<file path="src/rtl/ifetch_predecode_if.sv">
// Shared addressing-mode type plus the bundle of bus and handshake signals
// between the fetch/pre-decode stage and its neighbours (memory bus, execute
// sequencer and PC redirect).

package typepkg;

    typedef enum logic [3:0] {
        Imp, Imm, Zp, ZpX, ZpY, IzX, IzY, Abs, AbX, AbY, Ind, Rel
    } addressing_t;

endpackage

interface ifetch_predecode_if;
    import typepkg::*;

    logic        pc_load;
    logic [15:0] pc_in;
    logic [15:0] mem_addr;
    logic        mem_rd;
    logic        mem_rdy;
    logic [7:0]  mem_data;
    logic        ins_valid;
    logic        ins_ready;
    logic [7:0]  ins_opcode;
    addressing_t ins_mode;
    logic [15:0] ins_operand;
    logic [1:0]  ins_len;
    logic [15:0] ins_pc;
    logic [15:0] pc_next;

    // The fetch stage itself
    modport master (
        input  pc_load, pc_in, mem_rdy, mem_data, ins_ready,
        output mem_addr, mem_rd, ins_valid, ins_opcode, ins_mode,
               ins_operand, ins_len, ins_pc, pc_next
    );

    // Everything around the fetch stage (memory, sequencer)
    modport slave (
        output pc_load, pc_in, mem_rdy, mem_data, ins_ready,
        input  mem_addr, mem_rd, ins_valid, ins_opcode, ins_mode,
               ins_operand, ins_len, ins_pc, pc_next
    );

endinterface

</file>
<file path="src/rtl/ifetch_predecode.sv">
// Instruction fetch and pre-decode stage. Reads an opcode byte plus up to two
// operand bytes over the 8-bit memory bus, classifies the addressing mode and
// presents one complete instruction at a time to the execute sequencer.

module ifetch_predecode
    import typepkg::*;
#(
    parameter logic [15:0] RESET_PC = 16'h0000
) (
    input  logic                  clk,
    input  logic                  reset,
    ifetch_predecode_if.master    bus
);

    typedef enum logic [1:0] {
        OP,
        LO,
        HI,
        OUT
    } state_t;

    state_t      state;
    state_t      state_next;
    logic [15:0] pc;
    logic [7:0]  opcode_q;
    addressing_t mode_q;
    logic [15:0] operand_q;
    logic [15:0] ins_pc_q;
    logic        rd_done;
    addressing_t dec_mode;
    logic [1:0]  dec_len;
    logic [1:0]  cur_len;

    // Opcode-to-addressing-mode classification from the column (c) and row (m) fields
    function automatic addressing_t decode_mode(input logic [7:0] op);
        logic [1:0] c;
        logic [2:0] m;
        addressing_t r;
        c = op[1:0];
        m = op[4:2];
        r = Imp;
        case (c)
            2'b01, 2'b11: begin
                case (m)
                    3'd0: r = IzX;
                    3'd1: r = Zp;
                    3'd2: r = Imm;
                    3'd3: r = Abs;
                    3'd4: r = IzY;
                    3'd5: r = ZpX;
                    3'd6: r = AbY;
                    default: r = AbX;
                endcase
                if (op == 8'h97 || op == 8'hB7) r = ZpY;
                if (op == 8'h9F || op == 8'hBF) r = AbY;
            end
            2'b00: begin
                case (m)
                    3'd0: r = op[7] ? Imm : ((op == 8'h20) ? Abs : Imp);
                    3'd1: r = Zp;
                    3'd2: r = Imp;
                    3'd3: r = (op == 8'h6C) ? Ind : Abs;
                    3'd4: r = Rel;
                    3'd5: r = ZpX;
                    3'd6: r = Imp;
                    default: r = AbX;
                endcase
            end
            default: begin
                case (m)
                    3'd0: r = op[7] ? Imm : Imp;
                    3'd1: r = Zp;
                    3'd2: r = Imp;
                    3'd3: r = Abs;
                    3'd4: r = Imp;
                    3'd5: r = (op == 8'h96 || op == 8'hB6) ? ZpY : ZpX;
                    3'd6: r = Imp;
                    default: r = (op == 8'h9E || op == 8'hBE) ? AbY : AbX;
                endcase
            end
        endcase
        return r;
    endfunction

    // Instruction length in bytes implied by an addressing mode
    function automatic logic [1:0] mode_len(input addressing_t md);
        logic [1:0] l;
        case (md)
            Imp:                  l = 2'd1;
            Abs, AbX, AbY, Ind:   l = 2'd3;
            default:              l = 2'd2;
        endcase
        return l;
    endfunction

    assign rd_done  = bus.mem_rd & bus.mem_rdy;
    assign dec_mode = decode_mode(bus.mem_data);
    assign dec_len  = mode_len(dec_mode);
    assign cur_len  = mode_len(mode_q);

    assign bus.mem_addr    = pc;
    assign bus.mem_rd      = !reset && (state != OUT);
    assign bus.pc_next     = pc;
    assign bus.ins_valid   = (state == OUT);
    assign bus.ins_opcode  = opcode_q;
    assign bus.ins_mode    = mode_q;
    assign bus.ins_operand = operand_q;
    assign bus.ins_len     = cur_len;
    assign bus.ins_pc      = ins_pc_q;

    // State register; redirects and reset both restart at the opcode fetch
    always_ff @(posedge clk) begin
        if (reset) begin
            state <= OP;
        end else begin
            state <= state_next;
        end
    end

    // Next-state: advance one byte per completed read, leave OUT on handshake
    always_comb begin
        state_next = state;
        if (bus.pc_load) begin
            state_next = OP;
        end else begin
            case (state)
                OP:  if (rd_done) state_next = (dec_len >= 2'd2) ? LO : OUT;
                LO:  if (rd_done) state_next = (cur_len == 2'd3) ? HI : OUT;
                HI:  if (rd_done) state_next = OUT;
                OUT: if (bus.ins_ready) state_next = OP;
                default: state_next = OP;
            endcase
        end
    end

    // Fetch PC and instruction fields; a redirect drops any read completing with it
    always_ff @(posedge clk) begin
        if (reset) begin
            pc        <= RESET_PC;
            opcode_q  <= 8'h00;
            mode_q    <= Imp;
            operand_q <= 16'h0000;
            ins_pc_q  <= 16'h0000;
        end else if (bus.pc_load) begin
            pc <= bus.pc_in;
        end else if (rd_done) begin
            pc <= pc + 16'd1;
            case (state)
                OP: begin
                    opcode_q  <= bus.mem_data;
                    mode_q    <= dec_mode;
                    operand_q <= 16'h0000;
                    ins_pc_q  <= pc;
                end
                LO:      operand_q <= {8'h00, bus.mem_data};
                HI:      operand_q[15:8] <= bus.mem_data;
                default: ;
            endcase
        end
    end

endmodule

</file>
<file path="src/flat_wrapper.sv">
// flat-port wrapper written by rule: the top's interface ports become plain ports
module ifetch_predecode_flat import typepkg::*;
#(
    parameter logic [15:0] RESET_PC = 16'h0000
)
  (clk, reset, bus_pc_load, bus_pc_in, bus_mem_rdy, bus_mem_data, bus_ins_ready, bus_mem_addr, bus_mem_rd, bus_ins_valid, bus_ins_opcode, bus_ins_mode, bus_ins_operand, bus_ins_len, bus_ins_pc, bus_pc_next);
  ifetch_predecode_if bus_i ();
  input  logic clk;
  input  logic reset;
  input wire logic [$bits(bus_i.pc_load)-1:0] bus_pc_load;
  input wire logic [$bits(bus_i.pc_in)-1:0] bus_pc_in;
  input wire logic [$bits(bus_i.mem_rdy)-1:0] bus_mem_rdy;
  input wire logic [$bits(bus_i.mem_data)-1:0] bus_mem_data;
  input wire logic [$bits(bus_i.ins_ready)-1:0] bus_ins_ready;
  output wire logic [$bits(bus_i.mem_addr)-1:0] bus_mem_addr;
  output wire logic [$bits(bus_i.mem_rd)-1:0] bus_mem_rd;
  output wire logic [$bits(bus_i.ins_valid)-1:0] bus_ins_valid;
  output wire logic [$bits(bus_i.ins_opcode)-1:0] bus_ins_opcode;
  output wire logic [$bits(bus_i.ins_mode)-1:0] bus_ins_mode;
  output wire logic [$bits(bus_i.ins_operand)-1:0] bus_ins_operand;
  output wire logic [$bits(bus_i.ins_len)-1:0] bus_ins_len;
  output wire logic [$bits(bus_i.ins_pc)-1:0] bus_ins_pc;
  output wire logic [$bits(bus_i.pc_next)-1:0] bus_pc_next;
  assign bus_i.pc_load = bus_pc_load;
  assign bus_i.pc_in = bus_pc_in;
  assign bus_i.mem_rdy = bus_mem_rdy;
  assign bus_i.mem_data = bus_mem_data;
  assign bus_i.ins_ready = bus_ins_ready;
  assign bus_mem_addr = bus_i.mem_addr;
  assign bus_mem_rd = bus_i.mem_rd;
  assign bus_ins_valid = bus_i.ins_valid;
  assign bus_ins_opcode = bus_i.ins_opcode;
  assign bus_ins_mode = bus_i.ins_mode;
  assign bus_ins_operand = bus_i.ins_operand;
  assign bus_ins_len = bus_i.ins_len;
  assign bus_ins_pc = bus_i.ins_pc;
  assign bus_pc_next = bus_i.pc_next;
  ifetch_predecode #(.RESET_PC(RESET_PC)) u_core (.clk(clk), .reset(reset), .bus(bus_i));
endmodule
</file>
<file path="config.mk">
export PLATFORM = sky130hd
export DESIGN_NAME = ifetch_predecode_flat
export DESIGN_NICKNAME = d
export VERILOG_FILES = /design/src/rtl/ifetch_predecode_if.sv /design/src/rtl/ifetch_predecode.sv /design/src/flat_wrapper.sv
export SDC_FILE = /design/constraint.sdc
export NUM_CORES = 1
export LEC_CHECK = 0
export CAP_MARGIN = 20
export CORE_MARGIN = 2
export CORE_UTILIZATION = 30
export CTS_CLUSTER_DIAMETER = 150
export DETAILED_ROUTE_END_ITERATION = 6
export PLACE_DENSITY = 0.63
export SLEW_MARGIN = 20
export SYNTH_ARGS = -nofsm -noshare
export SYNTH_HDL_FRONTEND = slang
export SYNTH_SLANG_ARGS = --single-unit
</file>
<file path="constraint.sdc">
create_clock -name clk -period 3.4 [get_ports clk]
set_input_delay 1.02 -clock clk [delete_from_list [all_inputs] [get_ports clk]]
set_output_delay 1.02 -clock clk [all_outputs]
set_load 0.1 [all_outputs]
</file>
==> insert_results.sql <==
INSERT INTO impl_metrics (metric_group, metric, value, unit) VALUES
('outcome', 'run_status', 'finished clean', ''),
('worst_setup_path', 'cp_data_arrival_time', '2950', 'ps'),
('pwr', 'power_per_cell_area', '460.4', 'mW/mm^2'),
('place', 'hpwlAfterDp', '6482', 'um'),
('worst_setup_path', 'crit_family', 'compound AO/OA/AOI/OAI gates', ''),
('pwr', 'power.switching', '693.2', 'uW'),
('pwr', 'max-vdd-ir-drop', '0.2185', 'mV'),
('hold_path', 'hold-path-cell-count', '2', ''),
('timing', 'timing.fmax', '366.3', 'MHz'),
('synthesis', 'ys_async_sr_fraction', '0', '%'),
('floorplan', 'ios', '109', ''),
('global_route', 'grt_overflow_total', '0', ''),
('route', 'drc', '0', ''),
('route', 'finalWirelength', '9005', 'um'),
('synthesis', 'synth_top_area_share', '40.52', '%'),
('global_route', 'grt_max_degree', '61', ''),
('route', 'drt_via_density', '4.914', ''),
('cts', 'ctsRootBufferMaster', 'sky130_fd_sc_hd__clkbuf_8', ''),
('pwr', 'internal-power', '1228', 'uW'),
('timing', 'max_transition_viols_final', '0', ''),
('layout', 'fin_nets', '514', ''),
('place', 'portBuffers', '108', ''),
('cts', 'htree_levels', '3', ''),
('route', 'initialDrtViolationCount', '133', ''),
('synthesis', 'post_synth_instance_area', '0.003063', 'mm^2'),
('floorplan', 'start_util', '31.05', '%'),
('global_route', 'grt_first_pass_wirelength', '14610', 'um'),
('timing', 'slew_headroom', '57.91', '%'),
('hold_path', 'worstHoldStart', 'u_core.bus.ins_pc[9]$_SDFFE_PP0P_', ''),
('hold_path', 'hold-path-endpoint', 'u_core.bus.ins_pc[9]$_SDFFE_PP0P_', ''),
('cts', 'clock_latency', '340', 'ps'),
('synthesis', 'synth_most_common_cell', 'sky130_fd_sc_hd__nand2_1', ''),
('synthesis', 'post_synth_inst_count', '392', ''),
('place', 'gp_congestion', '0.8054', ''),
('synthesis', 'dominantRegCellSynth', 'sky130_fd_sc_hd__dfxtp_1', ''),
('synthesis', 'syn_avg_cell_area', '7.814', 'um^2'),
('layout', 'antenna-diode-count', '0', ''),
('pwr', 'power_frac_seq', '40.5', '%'),
('global_route', 'grt_util_all_layers', '16.56', '%'),
('worst_setup_path', 'start_kind', 'input port', ''),
('worst_setup_path', 'timing.critical_path.required', '3620', 'ps'),
('worst_setup_path', 'worstPathCellList', 'clkdlybuf4s50_1 > nand2b_1 > o21a_1 > a221oi_1 > a311oi_1 > a41o_1', ''),
('synthesis', 'yosysWarningCount', '0', ''),
('synthesis', 'synthTopCellsByCount', '80 x sky130_fd_sc_hd__nand2_1, 62 x sky130_fd_sc_hd__dfxtp_1, 45 x sky130_fd_sc_hd__a21oi_1, 31 x sky130_fd_sc_hd__nor2_1', ''),
('worst_setup_path', 'r2r_start', 'u_core.state[0]$_SDFFE_PP0P_', ''),
('worst_setup_path', 'rr_worst_depth', '6', ''),
('worst_setup_path', 'cp.buffers_inverters', '1', ''),
('floorplan', 'die_width', '105.0', 'um'),
('floorplan', 'die_area', '0.01103', 'mm^2'),
('worst_setup_path', 'critical-path-max-stage-delay', '820', 'ps'),
('floorplan', 'die_h', '105.0', 'um'),
('worst_setup_path', 'worst_r2r_endpoint', 'u_core.state[1]$_SDFFE_PP0P_', ''),
('timing', 'grt_setup_unrepaired', 'no', ''),
('cts', 'cts.hold.buffers_added', '0', ''),
('place', 'pre_cts_ws', '354.3', 'ps'),
('layout', 'area_growth', '36.19', '%'),
('synthesis', 'flip_flop_and_latch_count_after_synthesis', '62', ''),
('synthesis', 'post_synth_num_cell_types', '54', ''),
('cts', 'cts_num_sinks', '62', ''),
('worst_setup_path', 'cp_max_fo', '16', ''),
('route', 'routed_wire_length_per_instance', '14.59', 'um'),
('synthesis', 'synth_nets', '426', ''),
('pwr', 'clock_power_share', '33.3', '%'),
('worst_setup_path', 'worst-setup-path-type', 'input port to flip-flop', ''),
('route', 'ant_nets', '0', ''),
('timing', 'setup_viol', '0', ''),
('synthesis', 'synth_area_leader_cell', 'sky130_fd_sc_hd__dfxtp_1', ''),
('timing', 'timing_worst_slew_pin_value', '627.1', 'ps'),
('synthesis', 'synth.top_cells.by_area', 'sky130_fd_sc_hd__dfxtp_1 41%, sky130_fd_sc_hd__nand2_1 9.8%, sky130_fd_sc_hd__a21oi_1 7.4%', ''),
('cts', 'post_cts_resized', '0', ''),
('pwr', 'power.share.switching', '36.09', '%');
==> worst max-delay path by stage <==
stage / depth (start not counted) / to / from / slack, ps
3_5_place_dp: 6 / u_core.state[1]$_SDFFE_PP0P_ / bus_mem_data[4] / 350
3_3_place_gp: 6 / u_core.state[1]$_SDFFE_PP0P_ / bus_mem_data[5] / 460
5_1_grt: 6 / u_core.state[1]$_SDFFE_PP0P_ / bus_mem_data[4] / 570
4_1_cts: 4 / bus_ins_len[0] / u_core.bus.ins_mode[3]$_SDFFE_PP0P_ / 700
2_1_floorplan: 3 / bus_ins_len[0] / u_core.bus.ins_mode[3]$_SDFFE_PP0P_ / 30
6_report: 6 / u_core.state[1]$_SDFFE_PP0P_ / bus_mem_data[4] / 670
==> metrics by stage <==
stage                     cells  hold WS [ps]  power [uW]  area, um^2  util, %
after detailed placement    602         448.6        1299        3983    40.37
after global placement      602         443.4        1296        3983    40.37
after global routing        617         471.2        2004        4172    42.29
after CTS                   617         458.9        1948        4172    42.29
final                       617         454.7        1921        4172    42.29
after floorplan             392         536.5        1179        3069        -
==> cells by family after synthesis <==
| group | synth area share (%) |
|---|---|
| simple gates | 24.80 |
| mux | 0.9804 |
| xor+xnor | 3.717 |
| compound gates | 18.71 |
| buf+inv | 8.905 |
| flops | 40.52 |
| fa+ha+maj | 2.369 |
==> worst min-delay path, cell delays in order (launching register included) <==
cell and delay, ps:
sky130_fd_sc_hd__dfxtp_1 310, sky130_fd_sc_hd__nand2_1 50, sky130_fd_sc_hd__a21oi_1 50
==> layout make-up <==
| type | instances | area [um^2] |
|---|---|---|
| clock inverters | 4 | 47.55 |
| well taps | 133 | 166.4 |
| inverters | 9 | 33.78 |
| clock buffers | 11 | 141.4 |
| flip-flops and latches | 62 | 1241 |
| repair buffers | 121 | 985.9 |
| fillers | 998 | 5693 |
| multi-input cells | 277 | 1555 |
==> state kept, by name, summed over array words and instances, names as in the netlist <==
| signal | cells |
|---|---|
| u_core.bus.ins_mode | 4 |
| u_core.state | 2 |
| u_core.bus.ins_opcode | 8 |
| u_core.bus.mem_addr | 16 |
| u_core.bus.ins_pc | 16 |
| u_core.bus.ins_operand | 16 |
==> power by group through the flow <==
stage | Combinational [uW] | Sequential, uW | Clock, uW
finish | 504 | 777 | 640
detailed placement | 505 | 794 | 0
CTS | 506 | 777 | 664
global placement | 503 | 793 | 0
floorplan | 241 | 938 | 0
global route | 530 | 781 | 693
==> layout by cell type, fill, tap and decap left out, types with 3 or more instances in the layout <==
| cell type | netlist | layout |
|---|---|---|
| sky130_fd_sc_hd__buf_4 | 16 | 92 |
| sky130_fd_sc_hd__and3_1 | 4 | 4 |
| sky130_fd_sc_hd__a21oi_1 | 45 | 45 |
| sky130_fd_sc_hd__nor2_1 | 31 | 30 |
| sky130_fd_sc_hd__dfxtp_1 | 62 | 62 |
| sky130_fd_sc_hd__ha_1 | 5 | 5 |
| sky130_fd_sc_hd__xnor2_1 | 12 | 12 |
| sky130_fd_sc_hd__a22oi_1 | 9 | 9 |
| sky130_fd_sc_hd__nand2_1 | 80 | 80 |
| sky130_fd_sc_hd__mux2i_1 | 3 | 3 |
| sky130_fd_sc_hd__nor3_1 | 5 | 5 |
| sky130_fd_sc_hd__o21ai_0 | 9 | 8 |
| sky130_fd_sc_hd__inv_1 | 9 | 9 |
| sky130_fd_sc_hd__clkbuf_8 | 0 | 10 |
| sky130_fd_sc_hd__and2_1 | 4 | 4 |
| sky130_fd_sc_hd__a211oi_1 | 8 | 8 |
| sky130_fd_sc_hd__nand4_1 | 5 | 5 |
| sky130_fd_sc_hd__clkdlybuf4s50_1 | 0 | 27 |
| sky130_fd_sc_hd__nand3_1 | 14 | 14 |
| sky130_fd_sc_hd__o21a_1 | 3 | 3 |
==> per-layer routing <==
metal	GRT usage, %	part of all wire (%)
met5	0	0
met4	4.095	0.87
met3	4.741	7.9
met2	29.08	50
met1	19.81	41
Note: power is estimated with default switching activity, not from simulation.
